--- src/rtl/gate_controller.sv ---
`default_nettype none
// ============================================================================
//  Module   : gate_controller
//  Purpose  : Barrier-gate actuator stage behind the parking occupancy FSM.
//             Sequences the barrier motor through open / hold / close using
//             the limit switches and the vehicle loop sensor, supervises motor
//             travel time, and drives the FULL indicator lamp.
//  Revision : 1.0 - initial release
// ----------------------------------------------------------------------------
//  Ports
//    clk         in   clock
//    reset       in   synchronous, active-low reset
//    open_req    in   one-cycle open pulse from the occupancy FSM
//    full_req    in   one-cycle full pulse from the occupancy FSM
//    limit_up    in   barrier fully raised
//    limit_down  in   barrier fully lowered
//    car_present in   loop sensor, vehicle under barrier
//    motor_up    out  drive barrier upward
//    motor_down  out  drive barrier downward
//    gate_open   out  barrier held open
//    full_lamp   out  FULL indicator
//    fault       out  motor timeout or limit-switch conflict
//    busy        out  gate is not idle-closed
//  Build option
//    GATE_AUTO_RETRY_EN : when defined, the first motor-timeout fault attempts
//                         one automatic close after HOLD_CYC cycles.
// ============================================================================
module gate_controller #(
    parameter int MOVE_TIMEOUT = 20,
    parameter int HOLD_CYC     = 16,
    parameter int LAMP_CYC     = 12,
    parameter int CNT_W        = 8
) (
    input  logic clk,
    input  logic reset,
    input  logic open_req,
    input  logic full_req,
    input  logic limit_up,
    input  logic limit_down,
    input  logic car_present,
    output logic motor_up,
    output logic motor_down,
    output logic gate_open,
    output logic full_lamp,
    output logic fault,
    output logic busy
);

    typedef enum logic [2:0] {
        ST_CLOSED    = 3'd0,
        ST_OPENING   = 3'd1,
        ST_OPEN_HOLD = 3'd2,
        ST_CLOSING   = 3'd3,
        ST_FAULT     = 3'd4
    } state_t;

    // The move timer holds (cycles already spent in the state - 1) at each
    // edge, so comparing against MOVE_TIMEOUT-1 faults on the edge that ends
    // the MOVE_TIMEOUT-th cycle of travel.
    localparam logic [CNT_W-1:0] c_MOVE_LAST = CNT_W'(MOVE_TIMEOUT - 1);
    localparam logic [CNT_W-1:0] c_HOLD      = CNT_W'(HOLD_CYC);
    localparam logic [CNT_W-1:0] c_LAMP      = CNT_W'(LAMP_CYC);
    localparam logic [CNT_W-1:0] c_ONE       = CNT_W'(1);
`ifdef GATE_AUTO_RETRY_EN
    localparam logic [CNT_W-1:0] c_HOLD_LAST = CNT_W'(HOLD_CYC - 1);
`endif

    state_t           state_q, state_d;
    logic [CNT_W-1:0] timer_q, timer_d;
    logic [CNT_W-1:0] lamp_q,  lamp_d;
    logic             motor_up_q, motor_down_q, gate_open_q;
    logic             full_lamp_q, fault_q, busy_q;
    logic             fault_d;
    logic             w_conflict;
`ifdef GATE_AUTO_RETRY_EN
    // retry_q: the single automatic close has been used and is in progress.
    // conflict_q: current fault came from a limit conflict, never retried.
    logic             retry_q, retry_d;
    logic             conflict_q, conflict_d;
`endif

    assign w_conflict = limit_up & limit_down;

    always_comb begin
        state_d = state_q;
        timer_d = timer_q;
`ifdef GATE_AUTO_RETRY_EN
        retry_d    = retry_q;
        conflict_d = conflict_q;
`endif
        if (w_conflict) begin
            state_d = ST_FAULT;
            timer_d = '0;
`ifdef GATE_AUTO_RETRY_EN
            conflict_d = 1'b1;
`endif
        end else begin
            case (state_q)
                ST_CLOSED: begin
                    timer_d = '0;
                    if (open_req) begin
                        state_d = ST_OPENING;
                    end
                end
                ST_OPENING: begin
                    if (limit_up) begin
                        state_d = ST_OPEN_HOLD;
                        timer_d = c_HOLD;
                    end else if (timer_q == c_MOVE_LAST) begin
                        state_d = ST_FAULT;
                        timer_d = '0;
                    end else begin
                        timer_d = timer_q + c_ONE;
                    end
                end
                ST_OPEN_HOLD: begin
                    if (car_present || open_req) begin
                        timer_d = c_HOLD;
                    end else if (timer_q == '0) begin
                        state_d = ST_CLOSING;
                    end else begin
                        timer_d = timer_q - c_ONE;
                    end
                end
                ST_CLOSING: begin
                    // Safety reverse outranks arrival at the down limit.
                    if (car_present || open_req) begin
                        state_d = ST_OPENING;
                        timer_d = '0;
                    end else if (limit_down) begin
                        state_d = ST_CLOSED;
                        timer_d = '0;
`ifdef GATE_AUTO_RETRY_EN
                        retry_d = 1'b0;
`endif
                    end else if (timer_q == c_MOVE_LAST) begin
                        state_d = ST_FAULT;
                        timer_d = '0;
                    end else begin
                        timer_d = timer_q + c_ONE;
                    end
                end
                ST_FAULT: begin
`ifdef GATE_AUTO_RETRY_EN
                    if (!retry_q && !conflict_q) begin
                        if (timer_q == c_HOLD_LAST) begin
                            state_d = ST_CLOSING;
                            timer_d = '0;
                            retry_d = 1'b1;
                        end else begin
                            timer_d = timer_q + c_ONE;
                        end
                    end
`endif
                end
                default: begin
                    state_d = ST_CLOSED;
                    timer_d = '0;
                end
            endcase
        end
    end

    // FULL lamp timer runs independently of the gate state; a retrigger
    // reloads rather than accumulates.
    always_comb begin
        lamp_d = lamp_q;
        if (full_req) begin
            lamp_d = c_LAMP;
        end else if (lamp_q != '0) begin
            lamp_d = lamp_q - c_ONE;
        end
    end

    // During the retry close the fault indication stays up until the gate
    // actually reaches the down limit.
`ifdef GATE_AUTO_RETRY_EN
    assign fault_d = (state_d == ST_FAULT) || retry_d;
`else
    assign fault_d = (state_d == ST_FAULT);
`endif

    // Outputs are registered from the next state so they line up with the
    // state register and carry no combinational path from inputs.
    always_ff @(posedge clk) begin
        if (!reset) begin
            state_q      <= ST_CLOSED;
            timer_q      <= '0;
            lamp_q       <= '0;
            motor_up_q   <= 1'b0;
            motor_down_q <= 1'b0;
            gate_open_q  <= 1'b0;
            full_lamp_q  <= 1'b0;
            fault_q      <= 1'b0;
            busy_q       <= 1'b0;
`ifdef GATE_AUTO_RETRY_EN
            retry_q      <= 1'b0;
            conflict_q   <= 1'b0;
`endif
        end else begin
            state_q      <= state_d;
            timer_q      <= timer_d;
            lamp_q       <= lamp_d;
            motor_up_q   <= (state_d == ST_OPENING);
            motor_down_q <= (state_d == ST_CLOSING);
            gate_open_q  <= (state_d == ST_OPEN_HOLD);
            full_lamp_q  <= (lamp_d != '0);
            fault_q      <= fault_d;
            busy_q       <= (state_d != ST_CLOSED);
`ifdef GATE_AUTO_RETRY_EN
            retry_q      <= retry_d;
            conflict_q   <= conflict_d;
`endif
        end
    end

    assign motor_up   = motor_up_q;
    assign motor_down = motor_down_q;
    assign gate_open  = gate_open_q;
    assign full_lamp  = full_lamp_q;
    assign fault      = fault_q;
    assign busy       = busy_q;

endmodule
`default_nettype wire

--- config.mk ---
export PLATFORM = sky130hd
export DESIGN_NAME = gate_controller
export DESIGN_NICKNAME = d
export VERILOG_FILES = /design/src/rtl/gate_controller.sv
export SDC_FILE = /design/constraint.sdc
export NUM_CORES = 1
export LEC_CHECK = 0
export CAP_MARGIN = 20
export CORE_MARGIN = 2
export CORE_UTILIZATION = 30
export DETAILED_ROUTE_END_ITERATION = 7
export PLACE_DENSITY = 0.53
export SYNTH_ARGS = -nofsm -noshare
export SYNTH_HDL_FRONTEND = slang
export SYNTH_SLANG_ARGS = --single-unit
export TNS_END_PERCENT = 50
--- constraint.sdc ---
create_clock -name clk -period 2.7 [get_ports clk]
set_input_delay 0.54 -clock clk [delete_from_list [all_inputs] [get_ports clk]]
set_output_delay 0.54 -clock clk [all_outputs]
set_load 0.05 [all_outputs]
==> report_table.html <==
<table>
<tr><th>Metric</th><th>Value</th></tr>
<tr><th colspan="2">Status</th></tr>
<tr><td>Outcome</td><td>finished, final reports clean</td></tr>
<tr><th colspan="2">CTS</th></tr>
<tr><td>Number of buffers inserted to repair setup after CTS</td><td>0</td></tr>
<tr><td>Maximum root-to-sink buffer count</td><td>2</td></tr>
<tr><td>H-tree level count</td><td>1</td></tr>
<tr><td>CTS resizes</td><td>0</td></tr>
<tr><td>TritonCTS sink count</td><td>25</td></tr>
<tr><td>TritonCTS clock tree</td><td>built</td></tr>
<tr><td>Hold buffers post-CTS</td><td>0</td></tr>
<tr><td>Clk_lat worst skew</td><td>280 ps</td></tr>
<tr><td>TritonCTS Buffers</td><td>3</td></tr>
<tr><td>Root Buffer</td><td>clkbuf_8</td></tr>
<tr><td>CTS clk-pin slew, worst paths</td><td>100 ps</td></tr>
<tr><th colspan="2">Power and ir drop</th></tr>
<tr><td>Total power density per cell area</td><td>471 mW/mm^2</td></tr>
<tr><td>Leakage power total</td><td>0.620 nW</td></tr>
<tr><td>Cell internal pwr</td><td>584 uW</td></tr>
<tr><td>Switching power</td><td>277 uW</td></tr>
<tr><td>Seq pwr share</td><td>48.0%</td></tr>
<tr><td>Comb pwr share</td><td>25.1%</td></tr>
<tr><td>Fraction of power consumed by the clock network</td><td>26.9%</td></tr>
<tr><td>Switching power as a share of total power</td><td>32.1%</td></tr>
<tr><td>Overall Power</td><td>861 uW</td></tr>
<tr><td>Maximum resistive drop on vdd</td><td>192 uV</td></tr>
<tr><th colspan="2">Critical path</th></tr>
<tr><td>Source of the critical timing path</td><td>car_present</td></tr>
<tr><td>Slack of the worst reg-to-reg path</td><td>650 ps</td></tr>
<tr><td>Endpoint of the most critical register-to-register path</td><td>full_lamp</td></tr>
<tr><td>Required time of the critical path</td><td>2920 ps</td></tr>
<tr><td>Endpoint kind of the worst setup timing path</td><td>register</td></tr>
<tr><td>Critical path arrival</td><td>2450 ps</td></tr>
<tr><td>Crit Reg-Reg Startpoint</td><td>lamp_q[2]</td></tr>
<tr><td>Start-to-end type of the worst setup path</td><td>primary input to register</td></tr>
<tr><td>Reg2reg path depth</td><td>5</td></tr>
<tr><td>Worst setup SP type</td><td>primary input</td></tr>
<tr><td>Largest fanout of any net on the critical path</td><td>6</td></tr>
<tr><th colspan="2">Logic synthesis</th></tr>
<tr><td>Mapped cell area</td><td>0.00157 sq mm</td></tr>
<tr><td>Number of warnings printed during yosys synthesis</td><td>0</td></tr>
<tr><td>Top cells by count, synth</td><td>25 x dfxtp_1, 16 x nor2_1, 15 x nand2_1</td></tr>
<tr><td>Count leader, synth</td><td>dfxtp_1</td></tr>
<tr><td>Library cell with the largest summed area after synthesis</td><td>dfxtp_1</td></tr>
<tr><td>Post-synthesis register bit count</td><td>25</td></tr>
<tr><td>Share of synthesized flip-flops with an asynchronous set or reset</td><td>0%</td></tr>
<tr><td>Area share of the largest cell type after synthesis</td><td>31.8%</td></tr>
<tr><td>Synthesized Nets</td><td>196</td></tr>
<tr><td>Main area contributors after synthesis</td><td>dfxtp_1 32%, ha_1 4.0%, nor2_1 3.8%</td></tr>
<tr><td>Portion of the post-synthesis area used by sequential elements</td><td>31.8%</td></tr>
<tr><td>Average instance area after synthesis</td><td>8.55 sq um</td></tr>
<tr><td>EDFF count, synth</td><td>0</td></tr>
<tr><td>Library cells used by synthesis</td><td>58</td></tr>
<tr><td>Instance count of the mapped netlist</td><td>184</td></tr>
<tr><td>Top_reg_cell synth</td><td>dfxtp_1</td></tr>
<tr><th colspan="2">Finish</th></tr>
<tr><td>Final std cells w/o fill</td><td>269</td></tr>
<tr><td>Antenna diodes</td><td>0</td></tr>
<tr><td>Final instance area</td><td>0.00183 sq mm</td></tr>
<tr><td>Net count, final</td><td>212</td></tr>
<tr><td>Layout cells sized above 1</td><td>9.55%</td></tr>
<tr><td>Synth-to-layout area growth</td><td>16.2%</td></tr>
<tr><th colspan="2">GRT</th></tr>
<tr><td>Residual overflow from global routing</td><td>0</td></tr>
<tr><td>Global-route total usage across every layer</td><td>13.2%</td></tr>
<tr><td>Met2 layer usage reported by global route</td><td>20.0%</td></tr>
<tr><td>Met3 track demand over resource in global routing</td><td>2.84%</td></tr>
<tr><td>Global-route wire length before repair</td><td>6.41 mm</td></tr>
<tr><td>Via count of the first global-routing pass</td><td>1,370</td></tr>
<tr><td>Most congested layer reported by global routing</td><td>met2</td></tr>
<tr><td>GRT met1 Usage</td><td>18.6%</td></tr>
<tr><td>Number of antenna violations at the first check in global routing</td><td>0</td></tr>
<tr><td>Maximum number of pins on one net before global-route repair</td><td>16</td></tr>
<tr><th colspan="2">Route</th></tr>
<tr><td>Final wirelength</td><td>3.71 mm</td></tr>
<tr><td>First-pass iteration count of the detailed router</td><td>4</td></tr>
<tr><td>Vias</td><td>1,454</td></tr>
<tr><td>Average wire length per cell after detail routing</td><td>13.8 microns</td></tr>
<tr><td>Routed via count divided by cell count</td><td>5.41</td></tr>
<tr><td>Number of remaining DRC errors</td><td>0</td></tr>
<tr><td>Drt initial violations</td><td>95</td></tr>
<tr><td>Routed Antenna Nets</td><td>0</td></tr>
<tr><th colspan="2">Placed design</th></tr>
<tr><td>Placer Congestion</td><td>0.856</td></tr>
<tr><td>Number of buffers inserted by port buffering</td><td>12</td></tr>
<tr><td>DP Wirelength</td><td>2.81 mm</td></tr>
<tr><td>Number of placed instances with taps included</td><td>265</td></tr>
<tr><td>Area after detailed placement</td><td>0.00178 sq mm</td></tr>
<tr><th colspan="2">Floorplan</th></tr>
<tr><td>Floorplan core area</td><td>0.00507 sq mm</td></tr>
<tr><td>Die Outline Area</td><td>0.00584 sq mm</td></tr>
<tr><td>Initial Utilization</td><td>31.0%</td></tr>
<tr><td>Site row count</td><td>26</td></tr>
<tr><td>Die width</td><td>76.4 microns</td></tr>
<tr><td>I/O pin count</td><td>13</td></tr>
<tr><td>Die Height</td><td>76.4 microns</td></tr>
<tr><th colspan="2">Min path</th></tr>
<tr><td>Origin of the worst min-delay path</td><td>lamp_q[5]</td></tr>
<tr><td>Number of cells on the worst hold path</td><td>2</td></tr>
<tr><td>Worst min-delay path category</td><td>register to register</td></tr>
<tr><td>Worst min-delay path endpoint</td><td>lamp_q[5]</td></tr>
<tr><th colspan="2">STA</th></tr>
<tr><td>Relative slew slack</td><td>54.4%</td></tr>
<tr><td>Highest achievable clock rate</td><td>449 MHz</td></tr>
<tr><td>Setup repair after global routing missed its margin</td><td>false</td></tr>
<tr><td>Final slew viol count</td><td>0</td></tr>
<tr><td>Least-Margin Pin Slew</td><td>682 ps</td></tr>
<tr><td>Share of the clock period used by the worst path</td><td>82.5%</td></tr>
<tr><td>Final setup violation count</td><td>0</td></tr>
<tr><td>Total negative setup slack</td><td>0 ps</td></tr>
<tr><td>Hold Vio Cnt, Final</td><td>0</td></tr>
<tr><td>Worst clock skew</td><td>13.9 ps</td></tr>
<tr><td>Final worst path period need</td><td>2230 ps</td></tr>
<tr><th colspan="2">Flow run</th></tr>
<tr><td>Number of max-capacitance violations reported</td><td>0</td></tr>
</table>
==> power by group through the flow <==
| stage | Sequential, mW | Clock, mW | Combinational (mW) |
|---|---|---|---|
| finish | 0.413 | 0.232 | 0.216 |
| global route | 0.417 | 0.260 | 0.240 |
| CTS | 0.413 | 0.247 | 0.217 |
| detailed placement | 0.421 | 0 | 0.215 |
| global placement | 0.422 | 0 | 0.220 |
| floorplan | 0.435 | 0 | 0.141 |
==> flip-flops by register name, summed over array words and instances (netlist names) <==
register	flops
fault	1
busy	1
motor_down	1
state_q	3
full_lamp	1
timer_q	8
lamp_q	8
motor_up	1
gate_open	1
==> cells in the final DEF, fill, tap and decap left out, types with 3 or more instances in the layout <==
| cell type | Yosys | routed |
|---|---|---|
| ha_1 | 5 | 5 |
| o21a_1 | 3 | 3 |
| nor3b_1 | 3 | 3 |
| and2_1 | 6 | 6 |
| a21oi_1 | 8 | 8 |
| a31oi_1 | 4 | 4 |
| nor3_1 | 7 | 7 |
| nand2b_1 | 6 | 6 |
| or4_1 | 4 | 4 |
| nor4_1 | 4 | 4 |
| inv_1 | 8 | 8 |
| dfxtp_1 | 25 | 25 |
| and3_1 | 5 | 5 |
| nor2_1 | 16 | 16 |
| clkbuf_8 | 0 | 3 |
| nand3_1 | 4 | 4 |
| buf_4 | 0 | 4 |
| xnor2_1 | 3 | 3 |
| clkdlybuf4s50_1 | 0 | 12 |
| o21ai_0 | 5 | 5 |
| nand2_1 | 15 | 15 |
==> cells by family after synthesis <==
kind of cell               count (synthesis)  synth area share [%]
and+or+nand+nor                           85                  32.0
adders and majority gates                  5                  3.97
muxes                                      2                  1.27
xor gates and xnor gates                   4                  2.23
AOI/OAI and AO/OA                         50                  24.8
buffers and inverters                     13                  3.89
DFF                                       25                  31.8
==> per-layer routing <==
metal,up-vias,wire [microns]
met3,9,174
met4,0,90
li1,732,-
met2,42,1640
met1,671,1810
met5,-,0
==> cell type report <==
type	instances	area, sq um
clock inverters	1	7.51
repair buffers	16	150
clock buffers	3	41.3
fillers	545	3250
flip-flops and latches	25	500
inverters	8	30.0
well taps	70	87.6
multi-input cells	146	1010
==> critical path, stage by stage <==
cell and delay (ps):
clkdlybuf4s50_1 530, nor4b_1 430, o21ba_2 290, mux2i_1 100
or4_1 430, a21oi_1 130
==> worst max-delay path by stage <==
stage / to / slack [ps] / cells past startpoint
2_1_floorplan: full_lamp / 810 / 5
3_3_place_gp: timer_q[1] / 180 / 6
3_5_place_dp: timer_q[5] / 190 / 6
4_1_cts: timer_q[5] / 480 / 6
5_1_grt: timer_q[5] / 320 / 6
6_report: timer_q[1] / 470 / 6
==> per-stage QoR <==
| stage | hold slack (ps) | util (%) | worst slack (ps) |
|---|---|---|---|
| 2_1_floorplan | 483 | - | 809 |
| 3_3_place_gp | 508 | 35.1 | 176 |
| 3_5_place_dp | 513 | 35.1 | 188 |
| 4_1_cts | 528 | 36.0 | 484 |
| 5_1_grt | 568 | 36.0 | 318 |
| 6_report | 532 | 36.0 | 473 |
Note: power is estimated with default switching activity, not from simulation.
